### src/rtl/key_debounce_if.sv
`default_nettype none
// ============================================================================
// key_debounce_if : pushbutton input and debounced outputs of key_debounce
// Revision        : 1.0
// ============================================================================
interface key_debounce_if;
  logic       key_n;
  logic       key_level;
  logic       press_pulse;
  logic       release_pulse;
  logic [7:0] press_count;

  modport master (
    output key_n,
    input  key_level,
    input  press_pulse,
    input  release_pulse,
    input  press_count
  );

  modport slave (
    input  key_n,
    output key_level,
    output press_pulse,
    output release_pulse,
    output press_count
  );
endinterface
`default_nettype wire

### src/rtl/key_debounce.sv
`default_nettype none
// ============================================================================
// key_debounce : synchronises an active-low pushbutton and qualifies level
//                changes after DEBOUNCE_CYCLES stable samples.
// Revision     : 1.0
// ============================================================================
module key_debounce #(
  parameter int DEBOUNCE_CYCLES = 500000,
  parameter int CNT_W           = 19
) (
  input  wire logic     CLOCK_50,
  input  wire logic     reset,
  key_debounce_if.slave bus
);

  localparam logic [CNT_W-1:0] C_CNT_LAST = CNT_W'(DEBOUNCE_CYCLES - 1);
  localparam logic [CNT_W-1:0] C_CNT_ONE  = CNT_W'(1);

  typedef enum logic [1:0] {
    S_IDLE         = 2'd0,
    S_WAIT_PRESS   = 2'd1,
    S_PRESSED      = 2'd2,
    S_WAIT_RELEASE = 2'd3
  } state_t;

  logic             r_sync1;
  logic             r_sync2;
  state_t           r_state;
  state_t           w_state_nxt;
  logic [CNT_W-1:0] r_cnt;
  logic [CNT_W-1:0] w_cnt_nxt;
  logic             w_press_evt;
  logic             w_release_evt;
  logic             r_press_pulse;
  logic             r_release_pulse;
  logic [7:0]       r_press_count;

  // Synchroniser idles at 1 (released) so reset never looks like a press.
  always_ff @(posedge CLOCK_50) begin
    if (reset) begin
      r_sync1 <= 1'b1;
      r_sync2 <= 1'b1;
    end else begin
      r_sync1 <= bus.key_n;
      r_sync2 <= r_sync1;
    end
  end

  always_ff @(posedge CLOCK_50) begin
    if (reset) begin
      r_state <= S_IDLE;
      r_cnt   <= '0;
    end else begin
      r_state <= w_state_nxt;
      r_cnt   <= w_cnt_nxt;
    end
  end

  // Counter is cleared on every transition and only runs in the WAIT states.
  always_comb begin
    w_state_nxt   = r_state;
    w_cnt_nxt     = '0;
    w_press_evt   = 1'b0;
    w_release_evt = 1'b0;
    case (r_state)
      S_IDLE: begin
        if (!r_sync2) begin
          w_state_nxt = S_WAIT_PRESS;
        end
      end
      S_WAIT_PRESS: begin
        if (r_sync2) begin
          w_state_nxt = S_IDLE;
        end else if (r_cnt == C_CNT_LAST) begin
          w_state_nxt = S_PRESSED;
          w_press_evt = 1'b1;
        end else begin
          w_cnt_nxt = r_cnt + C_CNT_ONE;
        end
      end
      S_PRESSED: begin
        if (r_sync2) begin
          w_state_nxt = S_WAIT_RELEASE;
        end
      end
      S_WAIT_RELEASE: begin
        if (!r_sync2) begin
          w_state_nxt = S_PRESSED;
        end else if (r_cnt == C_CNT_LAST) begin
          w_state_nxt   = S_IDLE;
          w_release_evt = 1'b1;
        end else begin
          w_cnt_nxt = r_cnt + C_CNT_ONE;
        end
      end
      default: begin
        w_state_nxt = S_IDLE;
      end
    endcase
  end

  always_ff @(posedge CLOCK_50) begin
    if (reset) begin
      r_press_pulse   <= 1'b0;
      r_release_pulse <= 1'b0;
      r_press_count   <= 8'd0;
    end else begin
      r_press_pulse   <= w_press_evt;
      r_release_pulse <= w_release_evt;
      if (w_press_evt) begin
        r_press_count <= r_press_count + 8'd1;
      end
    end
  end

  assign bus.key_level     = (r_state == S_PRESSED) || (r_state == S_WAIT_RELEASE);
  assign bus.press_pulse   = r_press_pulse;
  assign bus.release_pulse = r_release_pulse;
  assign bus.press_count   = r_press_count;

`ifndef SYNTHESIS
  a_pulse_excl : assert property (@(posedge CLOCK_50) disable iff (reset)
    !(r_press_pulse && r_release_pulse));
  a_cnt_bound : assert property (@(posedge CLOCK_50) disable iff (reset)
    r_cnt <= C_CNT_LAST);
  a_cnt_idle : assert property (@(posedge CLOCK_50) disable iff (reset)
    ((r_state == S_IDLE) || (r_state == S_PRESSED)) |-> (r_cnt == '0));
`endif

endmodule
`default_nettype wire

### src/flat_wrapper.sv
// flat-port wrapper written by rule: the top's interface ports become plain ports
module key_debounce_flat 
#(
  parameter int DEBOUNCE_CYCLES = 500000,
  parameter int CNT_W           = 19
)
  (CLOCK_50, reset, bus_key_n, bus_key_level, bus_press_pulse, bus_release_pulse, bus_press_count);
  key_debounce_if bus_i ();
  input  wire logic CLOCK_50;
  input  wire logic reset;
  input wire logic [$bits(bus_i.key_n)-1:0] bus_key_n;
  output wire logic [$bits(bus_i.key_level)-1:0] bus_key_level;
  output wire logic [$bits(bus_i.press_pulse)-1:0] bus_press_pulse;
  output wire logic [$bits(bus_i.release_pulse)-1:0] bus_release_pulse;
  output wire logic [$bits(bus_i.press_count)-1:0] bus_press_count;
  assign bus_i.key_n = bus_key_n;
  assign bus_key_level = bus_i.key_level;
  assign bus_press_pulse = bus_i.press_pulse;
  assign bus_release_pulse = bus_i.release_pulse;
  assign bus_press_count = bus_i.press_count;
  key_debounce #(.DEBOUNCE_CYCLES(DEBOUNCE_CYCLES), .CNT_W(CNT_W)) u_core (.CLOCK_50(CLOCK_50), .reset(reset), .bus(bus_i));
endmodule
### config.mk
export PLATFORM = sky130hd
export DESIGN_NAME = key_debounce_flat
export DESIGN_NICKNAME = d
export VERILOG_FILES = /design/src/rtl/key_debounce_if.sv /design/src/rtl/key_debounce.sv /design/src/flat_wrapper.sv
export SDC_FILE = /design/constraint.sdc
export NUM_CORES = 1
export LEC_CHECK = 0
export BUFFER_PORTS_ARGS = -buffer_cell sky130_fd_sc_hd__buf_2
export CELL_PAD_IN_SITES_DETAIL_PLACEMENT = 2
export CELL_PAD_IN_SITES_GLOBAL_PLACEMENT = 2
export CORE_MARGIN = 4
export CORE_UTILIZATION = 36
export DETAILED_ROUTE_END_ITERATION = 16
export MAX_ROUTING_LAYER = met4
export PLACE_DENSITY = 0.76
export SETUP_SLACK_MARGIN = 0.05
export SLEW_MARGIN = 20
export SYNTH_ARGS = -nofsm -noshare
export SYNTH_HDL_FRONTEND = slang
export SYNTH_SLANG_ARGS = --single-unit
### constraint.sdc
create_clock -name CLOCK_50 -period 3.15 [get_ports CLOCK_50]
set_clock_uncertainty 0.05 [all_clocks]
set_input_delay 0.315 -clock CLOCK_50 [delete_from_list [all_inputs] [get_ports CLOCK_50]]
set_output_delay 0.315 -clock CLOCK_50 [all_outputs]
set_load 0.02 [all_outputs]
Word-level counts from Yosys, hierarchy flattened
Cells that the tools add are included.

Word-level logic and storage cells: 37. Output and inout port bits: 11. Input port bits: 3. Register bits: 33.

Bitwise gates (word level): 2. $add $sub $neg: 2. Equality and inequality tests: 8. Multiplexer cells: 14. Reductions and logical operators: 4.

Operators with widths (count): $mux 19 (3); $pmux 19 s2 (1); $add 19x1->19 const B (1); $eq 19x19->1 const B (1); $mux 2 (6); $add 8x1->8 const B (1); $pmux 2 s4 (1); $eq 2x2->1 const B (2); $reduce_and 4->1 (1); $mux 1 (3); $ne 3x1->1 const B (1); $ne 3x3->1 const B (1); $reduce_or 3->1 (1); $eq 2x1->1 const B (1); $logic_not 2->1 (1); $ne 2x1->1 const B (1); $ne 2x2->1 const B (1); $not 1->1 (2); $logic_or 1x1->1 (1).

Depth between registers and ports, before layout
Word-level depth: 4. Mapped depth: 8. Depth with buffers taken out: 5.

Worst setup path before layout
No wires, ideal clock.

Kind: register to register. Start point: reg u_core.r_cnt[0]. End point: reg u_core.r_press_count[4], in the netlist u_core.bus.press_count[4]. Slack: 885 ps. Period minus slack after synthesis: 2265 ps. Buffers on the path: 2. Arrival: 2144 ps. Data required time: 3030 ps. Cell stages (with the launch flop): 8. Setup time: 70 ps. Path through: dfxtp_1 -> ha_1 -> clkbuf_1 -> nand2_1 -> or4_4 -> buf_6 -> or4_1 -> a21oi_1.

Longest elaborated chain between the ends: 4.

RTL lines: start: declaration (line key_debounce.sv:30) `logic [CNT_W-1:0] r_cnt;`; start signal: assignment (line key_debounce.sv:55) `r_cnt <= w_cnt_nxt;`; $eq 19x19->1 (line key_debounce.sv:74) `end else if (r_cnt == C_CNT_LAST) begin`; $mux 1 (line key_debounce.sv:74); $mux 1 (line key_debounce.sv:72) `if (r_sync2) begin`; $mux 1 (line key_debounce.sv:65) `case (r_state)`; end signal: assignment (line key_debounce.sv:111) `r_press_count <= r_press_count + 8'd1;`; end: declaration (line key_debounce.sv:36) `logic [7:0] r_press_count;`.

Every way passes these cells. A chain may end at the register's enable or synchronous reset.

Final worst setup path
Start point: reg u_core.r_cnt[5]. End point: reg u_core.r_press_count[7], in the netlist u_core.bus.press_count[7].

Same word-level chain as after synthesis.

==> impl_metrics.py <==
metrics = {
    "timing": {
        "finalCriticalPeriod_ns": 2.39,
        "fin_crit_sh": 0.758,
        "fmax_mhz": 419,
        "hold_viol": 0,
        "rsz0062_at_grt": "no",
        "max_slew_margin": 0.631,
        "setup-violations-final": 0,
        "worstMarginPinSlew_ns": 0.553,
        "setup_ws_ns": 0.762,
        "finalMaxSlewViolations": 0,
        "setup_tns_ns": 0,
    },
    "critical_path": {
        "reg2reg_depth": 4,
        "start_kind": "flop",
        "r2r_slack_ns": 0.76,
        "r2r-end": "u_core.bus.press_count[7]",
        "critPathCaptureType": "flop",
        "crit_arrival_ns": 2.55,
        "path_class": "reg -> reg",
        "cp_max_fo": 17,
        "worstPathRequired_ns": 3.31,
        "rr_startpoint": "u_core.r_cnt[5]",
        "cp-startpoint": "u_core.r_cnt[5]",
    },
    "final_layout": {
        "seqCellArea_um2": 661,
        "final_common_cell": "dfxtp_1",
        "drive_gt1_frac": 0.154,
        "antenna_cells": 0,
        "num-fill-cells": 479,
        "final_core_util": 0.428,
        "layout_common_cells": "33 x dfxtp_1, 17 x nor2_1, 13 x buf_2, 12 x a21oi_1, 11 x nand4_1",
        "num-nets-final": 192,
        "final_cells": 238,
        "multi_input_area_um2": 835,
        "stdcell_area_mm2": 0.00175,
        "synthToLayoutAreaGrowth_pct": 12.5,
    },
    "place": {
        "hpwl_um": 3020,
        "place_ws_ns": 0.743,
        "postPlaceCellArea_mm2": 0.00165,
        "io_buffers": 13,
        "placed_cells": 230,
        "place.gp.congestion": 0.751,
    },
    "detailed_routing": {
        "drc": 0,
        "routed_wl_um": 4170,
        "drt-initial-drc-count": 67,
        "drtPass1Iterations": 4,
        "wl_per_cell_um": 17.5,
        "ant_nets": 0,
        "vias": 1355,
        "viasPerCell": 5.69,
    },
    "global_routing": {
        "antenna_found_initial": 0,
        "grt_max_degree": 20,
        "grtUsageTotal": 0.179,
        "grt_pass1_vias": 1428,
        "grt_overflow_total": 0,
        "grt_pass1_wl_um": 7290,
    },
    "synthesis": {
        "synth_area_per_cell_um2": 8.89,
        "ys_warn_count": 0,
        "synth-edff-count": 0,
        "yosysUniqueCellTypes": 37,
        "ys.flop_type": "dfxtp_1",
        "syn_inst": 175,
        "synthArstFlopShare": 0,
        "syn-num-nets": 180,
        "ys_ff_latch": 33,
        "yosysSeqAreaShare": 0.424,
        "synth_area_mm2": 0.00156,
    },
    "worst_hold_path": {
        "hold-path-endpoint": "u_core.r_sync1",
        "min-delay-start": "bus_key_n",
        "hp-class": "in -> reg",
        "hold_depth": 2,
    },
    "power": {
        "total_leakage_power_nw": 0.553,
        "vdd_ir_drop_max_mv": 0.211,
        "powerDensity_mw_per_mm2": 446,
    },
    "clocking": {
        "clock_sinks": 33,
        "cts_made_buffers": 5,
        "cts_root_buf": "clkbuf_8",
        "postCtsHoldBufs": 0,
        "htreeDepth": 2,
        "post_cts_buffers": 0,
        "post_cts_resized": 0,
        "clockBufferDepth": 2,
        "cts_tree": "done",
        "insertion_delay_ns": 0.29,
        "clkTransAtPathRegs_ns": 0.07,
    },
    "floorplanning": {
        "core_mm2": 0.00409,
        "start_util": 0.381,
        "dieArea_mm2": 0.00544,
        "die-width_um": 73.8,
        "rows": 23,
        "die_h_um": 73.8,
        "io_pins": 14,
    },
    "job": {
        "drv_cap": 0,
    },
    "status": {
        "outcome": "finished, final reports clean",
    },
}
-- worst max-delay path by stage --
stage	slack (ns)	end
5_1_grt	0.64	u_core.r_cnt[9]
6_report	0.76	u_core.bus.press_count[7]
2_1_floorplan	0.89	u_core.bus.press_count[4]
4_1_cts	0.73	u_core.r_cnt[6]
3_5_place_dp	0.74	u_core.r_cnt[6]
3_3_place_gp	0.83	u_core.r_cnt[7]
-- per-layer routing --
| layer | wire, um | global-route usage | share of wire |
|---|---|---|---|
| met5 | 0 | - | 0 |
| met2 | 2070 | 0.290 | 0.49 |
| met4 | 48 | 0.0483 | 0.012 |
| met1 | 1940 | 0.220 | 0.47 |
| met3 | 116 | 0.0451 | 0.028 |
-- per-stage QoR --
stage	power, mW	hold WS, ns
global route	0.816	0.162
global placement	0.437	0.370
finish	0.781	0.174
CTS	0.795	0.159
detailed placement	0.438	0.387
floorplan	0.434	0.339
-- worst max-delay path, stage by stage (launching register included) --
cell and delay [ns]:
dfxtp_1 0.36, or4b_4 0.55, or4_4 0.65, or4_1 0.56, a21oi_1 0.15
-- flip-flops by register name, indices dropped and copies added (netlist names), named ones only --
signal / cells
u_core.r_sync2: 1
u_core.r_state: 1
u_core.bus.press_pulse: 1
u_core.r_cnt: 19
u_core.r_sync1: 1
u_core.bus.press_count: 8
u_core.bus.release_pulse: 1
-- cells in the mapped netlist (all sizes together) (5+ instances only) --
| library cell | instances | area share |
|---|---|---|
| nor4 | 5 | 0.020 |
| xor2 | 8 | 0.045 |
| xnor2 | 6 | 0.034 |
| nand2 | 8 | 0.019 |
| or4 | 8 | 0.041 |
| o31ai | 7 | 0.034 |
| nand4 | 11 | 0.044 |
| dfxtp | 33 | 0.42 |
| inv | 5 | 0.012 |
| clkbuf | 7 | 0.017 |
| nand3 | 10 | 0.032 |
| a21oi | 12 | 0.039 |
| nor2 | 17 | 0.041 |
-- power breakdown --
part           internal, mW  switching [mW]
Sequential            0.419         0.00167
Clock                 0.197           0.156
Combinational       0.00270         0.00534
Total                 0.619           0.163
-- cell families (layout without fill, tap and decap cells) --
| group | Yosys count | count (layout) | share of synthesized area |
|---|---|---|---|
| DFF | 33 | 33 | 0.424 |
| muxes | 1 | 1 | 0.00723 |
| AOI/OAI and AO/OA | 26 | 26 | 0.112 |
| buffers and inverters | 14 | 27 | 0.0394 |
| adders and majority gates | 2 | 2 | 0.0161 |
| and+or+nand+nor | 85 | 85 | 0.322 |
| xor gates and xnor gates | 14 | 14 | 0.0788 |
-- cell type report --
type                            instances  area share
Clock inverter                          1     0.00286
Timing Repair Buffer                   14      0.0415
Multi-Input combinational cell        128       0.477
Tap cell                               50      0.0357
Sequential cell                        33       0.377
Inverter                                5      0.0107
Clock buffer                            7      0.0550
No activity file was read; power rests on OpenSTA's default activity.
